### src/rtl/filt_oup_requant.sv
// Output stage for filt_mac: decimate, round, shift, saturate, then buffer in a FIFO
// that feeds a valid/ready consumer.
module filt_oup_requant #(
   parameter int gp_inp_width  = 37,
   parameter int gp_oup_width  = 16,
   parameter int gp_shift      = 12,
   parameter int gp_dec        = 2,
   parameter int gp_fifo_depth = 4
) (
   input  logic                           i_clk,
   input  logic                           i_rst_an,
   input  logic                           i_ena,
   input  logic signed [gp_inp_width-1:0] i_data,
   input  logic                           i_done,
   input  logic                           i_ready,
   output logic signed [gp_oup_width-1:0] o_data,
   output logic                           o_valid,
   output logic                           o_sat,
   output logic                           o_ovf
);

   localparam int dw = (gp_dec > 1) ? $clog2(gp_dec) : 1;
   localparam int pw = $clog2(gp_fifo_depth);
   localparam int cw = $clog2(gp_fifo_depth + 1);
   localparam int ew = gp_inp_width + 1;

   localparam logic signed [ew-1:0] half    = ew'(1) <<< (gp_shift - 1);
   localparam logic signed [ew-1:0] sat_max = (ew'(1) <<< (gp_oup_width - 1)) - ew'(1);
   localparam logic signed [ew-1:0] sat_min = ~sat_max;
   localparam logic [dw-1:0]        dcnt_last = dw'(gp_dec - 1);
   localparam logic [cw-1:0]        count_full = cw'(gp_fifo_depth);

   logic [dw-1:0]                  dcnt;
   logic                           accept;
   logic                           keep;
   logic signed [ew-1:0]           sum;
   logic signed [ew-1:0]           r1_next;
   logic signed [ew-1:0]           r1;
   logic                           v1;
   logic                           clamp_hi;
   logic                           clamp_lo;
   logic signed [gp_oup_width-1:0] r2_next;
   logic signed [gp_oup_width-1:0] r2;
   logic                           v2;

   logic signed [gp_oup_width-1:0] mem [0:gp_fifo_depth-1];
   logic [pw-1:0]                  wr_ptr;
   logic [pw-1:0]                  rd_ptr;
   logic [pw-1:0]                  rd_next;
   logic [cw-1:0]                  count;
   logic [cw-1:0]                  count_next;
   logic                           empty;
   logic                           full;
   logic                           push;
   logic                           pop;
   logic signed [gp_oup_width-1:0] head_next;

   always_comb begin
      accept   = i_ena & i_done;
      keep     = accept && (dcnt == '0);
      // sign-extend by one bit so the rounding add cannot wrap
      sum      = {i_data[gp_inp_width-1], i_data} + half;
      r1_next  = sum >>> gp_shift;

      clamp_hi = (r1 > sat_max);
      clamp_lo = (r1 < sat_min);
      if (clamp_hi)
         r2_next = sat_max[gp_oup_width-1:0];
      else if (clamp_lo)
         r2_next = sat_min[gp_oup_width-1:0];
      else
         r2_next = r1[gp_oup_width-1:0];

      empty      = (count == '0);
      full       = (count == count_full);
      pop        = !empty && i_ready;
      push       = v2 && (!full || pop);
      rd_next    = pop ? rd_ptr + pw'(1) : rd_ptr;
      count_next = count + cw'(push) - cw'(pop);
      // the incoming sample becomes the head only when the FIFO drains to it this cycle
      head_next  = (push && (wr_ptr == rd_next)) ? r2 : mem[rd_next];

      o_valid    = !empty;
   end

   always_ff @(posedge i_clk) begin
      if (!i_rst_an) begin
         dcnt   <= '0;
         r1     <= '0;
         v1     <= 1'b0;
         r2     <= '0;
         v2     <= 1'b0;
         wr_ptr <= '0;
         rd_ptr <= '0;
         count  <= '0;
         o_data <= '0;
         o_sat  <= 1'b0;
         o_ovf  <= 1'b0;
      end else begin
         if (accept)
            dcnt <= (dcnt == dcnt_last) ? '0 : dcnt + dw'(1);

         v1 <= keep;
         if (keep)
            r1 <= r1_next;

         v2 <= v1;
         if (v1) begin
            r2 <= r2_next;
            if (clamp_hi || clamp_lo)
               o_sat <= 1'b1;
         end

         if (push)
            wr_ptr <= wr_ptr + pw'(1);
         if (v2 && full && !pop)
            o_ovf <= 1'b1;

         rd_ptr <= rd_next;
         count  <= count_next;
         if (count_next != '0)
            o_data <= head_next;
      end
   end

   always_ff @(posedge i_clk) begin
      if (i_rst_an && push)
         mem[wr_ptr] <= r2;
   end

endmodule

### config.mk
export PLATFORM = sky130hd
export DESIGN_NAME = filt_oup_requant
export DESIGN_NICKNAME = d
export VERILOG_FILES = /design/src/rtl/filt_oup_requant.sv
export SDC_FILE = /design/constraint.sdc
export NUM_CORES = 1
export LEC_CHECK = 0
export ABC_AREA = 1
export ABC_CLOCK_PERIOD_IN_PS = 4650
export BUFFER_PORTS_ARGS = -buffer_cell sky130_fd_sc_hd__clkbuf_2
export CORE_UTILIZATION = 64
export DETAILED_ROUTE_END_ITERATION = 8
export GPL_TIMING_DRIVEN = 0
export PLACE_DENSITY_LB_ADDON = 0.08
export SLEW_MARGIN = 20
export SYNTH_ARGS = -nofsm -noshare
export SYNTH_HDL_FRONTEND = slang
export SYNTH_SLANG_ARGS = --single-unit
export TNS_END_PERCENT = 10
### constraint.sdc
create_clock -name i_clk -period 4.65 [get_ports i_clk]
set_input_delay 0.93 -clock i_clk [delete_from_list [all_inputs] [get_ports i_clk]]
set_output_delay 0.93 -clock i_clk [all_outputs]
set_load 0.05 [all_outputs]
==> run_results.csv <==
group,metric,value,unit
power_and_ir_drop,power_frac_clock,0.296,
synth,avgSynthCellArea,8.080,sq um
floorplanning,core_area,0.009774,sq mm
power_and_ir_drop,p_seq_frac,0.318,
floorplanning,die_w,102.5,um
placement,port_buffers,49,
global_route,grt_use_total,0.3197,
cts,htreeDepth,4,
sta,drv_slew,0,
power_and_ir_drop,peakVddDrop,0.0004147,V
synth,ys_async_sr_fraction,0,
synth,synth.distinct_cells,38,
synth,ys_ff_latch,134,
synth,syn_area,0.006464,sq mm
sta,fin_crit,2988,ps
global_route,antenna_found_initial,0,
worst_hold_path,min_path_type,"reg2reg",
critical_path,critical_path_class,"in2reg",
power_and_ir_drop,power_frac_comb,0.386,
route,first_iter_violations,339,
cts,cts_buffer_depth,2,
route,drc,0,
cts,cts.clk_slew.worst_paths,60,ps
cts,root_buffer,"clkbuf_8",
synth,synth_nets,849,
synth,synthFlopType,"dfxtp_1",
power_and_ir_drop,power.leakage,3.486,nW
sta,tightest_slew,944.6,ps
cts,cts_tree,"yes",
route,via_count,5453,
cts,cts.sinks,134,
sta,rsz0062_at_grt,"no",
floorplanning,die_area,0.01051,sq mm
layout,area_delta_synth_final,16.38,%
cts,cts_buffers,17,
layout,fin_nets,920,
synth,synth_warnings,0,
sta,fin_skew,8.292,ps
power_and_ir_drop,p_int,2.663,mW
placement,gp_congestion,0.9624,
global_route,grt_pass1_vias,5229,
sta,setup_viol,0,
floorplanning,rows,36,
sta,hold_viol_final,0,
layout,multi_input_area,0.002505,sq mm
layout,diodes,0,
global_route,grt-ovfl-total,0,
layout,stdcell_area,0.007522,sq mm
synth,ys_seq_area_frac,0.5141,
floorplanning,initial_core_util,0.6613,
layout,layout-drive-gt1-share,0.1484,
placement,dp_hpwl,11280,um
synth,synth_edf_count,64,
route,via_per_inst,5.367,
route,dr.pass1.iters,5,
synth,synthCells,800,
layout,ff_latch_area,0.003323,sq mm
power_and_ir_drop,switchingPower,1.807,mW
sta,hold_slack,446.5,ps
route,antenna_left,0,
power_and_ir_drop,power.density,594.3,mW/mm^2
power_and_ir_drop,p_sw_frac,0.4043,
run,drv_cap,0,
critical_path,critical_path.max_fanout,10,
route,wl,15790,um
layout,fill_cells,710,
critical_path,arrival,3410,ps
critical_path,startpoint_type,"input port",
cts,cts-resized-gates,0,
critical_path,crit_required,5070,ps
sta,tns,0,ps
floorplanning,fp.dieH,102.5,um
layout,final_core_util,0.7696,
cts,clk_latency,530,ps
critical_path,cp-end-kind,"flop",
floorplanning,ios,61,
status,outcome,"completed",
route,wire_per_inst,15.54,um
sta,relSlewSlack,0.3696,
global_route,grt_pass1_wl,24810,um
placement,dpl_cell_area,0.006919,sq mm
sta,max_clock_freq,0.3347,GHz
global_route,grt_max_degree,17,
cts,postCtsHoldBufs,0,
sta,finalCritPeriodShare,0.6425,
cts,cts_setup_buffers,0,
cell families after synthesis:
| logic type | count (synthesis) | synth area share |
|---|---|---|
| simple gates | 396 | 0.2842 |
| compound gates | 83 | 0.06678 |
| flops | 134 | 0.5141 |
| fa+ha+maj | 7 | 0.01471 |
| xor+xnor | 15 | 0.02032 |
| buf+inv | 165 | 0.09988 |
final cells by class:
type	count	share of cell area
clock buffer	23	0.06936
multi-input combinational	501	0.3330
sequential	134	0.4418
buffer	30	0.01846
inverter	135	0.06737
tap	133	0.02212
timing repair buffer	52	0.03709
clock inverter	8	0.01081
power groups by stage:
stage               combinational, mW  sequential, mW  clock, mW
floorplan                        1.02            1.62          0
global placement                 1.62            1.44          0
detailed placement               1.68            1.44          0
CTS                              1.71            1.42       1.32
global route                     1.88            1.43       1.38
finish                           1.73            1.42       1.32
worst max-delay path, stage by stage:
cell      delay (ps)
clkbuf_2         170
inv_2             50
nand3_1           90
nand2_2          100
inv_1             70
nand2_1           40
o21ai_0           80
ha_1             180
inv_1             50
fa_1             370
xor2_1           210
nand3b_1         240
clkbuf_1         330
o21ai_0          270
inv_1             90
nand2_1           80
inv_1             40
cells in the final DEF (no fill, tap or decap), drive strengths merged:
| cell | netlist | routed |
|---|---|---|
| xnor2 | 4 | 4 |
| clkbuf | 18 | 90 |
| o21ai | 38 | 38 |
| nand2 | 216 | 216 |
| clkinv | 1 | 4 |
| ha | 6 | 6 |
| nand3 | 73 | 73 |
| nor4 | 1 | 1 |
| edfxtp | 64 | 64 |
| o21bai | 1 | 1 |
| a31oi | 1 | 1 |
| nor3b | 1 | 1 |
| dfxtp | 70 | 70 |
| o211ai | 2 | 2 |
| nor3 | 9 | 9 |
| fa | 1 | 1 |
| buf | 12 | 15 |
| bufinv | 0 | 1 |
| or2 | 3 | 3 |
| inv | 134 | 137 |
| clkinvlp | 0 | 1 |
| xor2 | 11 | 11 |
| nor2 | 53 | 53 |
| or3 | 1 | 1 |
| nand3b | 32 | 32 |
| a21oi | 41 | 41 |
| nand4 | 7 | 7 |
metrics by stage:
| step | std cells | setup slack [ps] | power (mW) |
|---|---|---|---|
| after global placement | 982 | 1344 | 3.056 |
| after global routing | 1016 | 1483 | 4.687 |
| after detailed placement | 985 | 1264 | 3.121 |
| final | 1016 | 1662 | 4.470 |
| after floorplan | 800 | 1920 | 2.642 |
| after CTS | 1016 | 1671 | 4.454 |
layer usage:
metal  global-route usage  up-vias  part of all wire
met1               0.3690     2507              0.41
met5                    0        -                 0
met2               0.5595      201              0.50
met3              0.05831       46             0.057
met4               0.1813        0             0.039
li1                     -     2699                 -
worst paths after layout:
kind,startpoint,to,slack [ps],depth (start not counted)
max,i_ready,o_data[1],1660,17
min,o_ovf,o_ovf,450,2
max reg2reg,count[1],o_data[1],1790,16
min reg2reg,o_ovf,o_ovf,450,2
state kept, by name (all words and copies together), names as in the netlist:
name / cells
wr_ptr: 2
rd_ptr: 2
v2: 1
o_sat: 1
r2: 16
count: 3
o_data: 16
dcnt: 1
mem: 64
v1: 1
o_ovf: 1
r1: 26
Yosys cell counts (2+ instances only):
| cell | count | share of area |
|---|---|---|
| xor2_1 | 11 | 0.015 |
| xnor2_1 | 4 | 0.0054 |
| nor2_1 | 49 | 0.028 |
| edfxtp_1 | 64 | 0.30 |
| nand3_1 | 70 | 0.054 |
| inv_2 | 12 | 0.0070 |
| nand2_2 | 6 | 0.0058 |
| o21ai_1 | 3 | 0.0023 |
| or2_0 | 2 | 0.0019 |
| dfxtp_1 | 70 | 0.22 |
| buf_6 | 2 | 0.0035 |
| o211ai_1 | 2 | 0.0023 |
| nand3_2 | 3 | 0.0046 |
| clkbuf_1 | 18 | 0.010 |
| nand3b_1 | 32 | 0.037 |
| nor2_2 | 2 | 0.0019 |
| a21oi_1 | 40 | 0.031 |
| inv_1 | 122 | 0.071 |
| nand2_1 | 206 | 0.12 |
| nand2_4 | 4 | 0.0070 |
| o21ai_0 | 35 | 0.027 |
| ha_1 | 6 | 0.012 |
| nand4_1 | 7 | 0.0068 |
| buf_2 | 9 | 0.0070 |
| nor3_1 | 8 | 0.0062 |
Note: power is estimated with default switching activity, not from simulation.
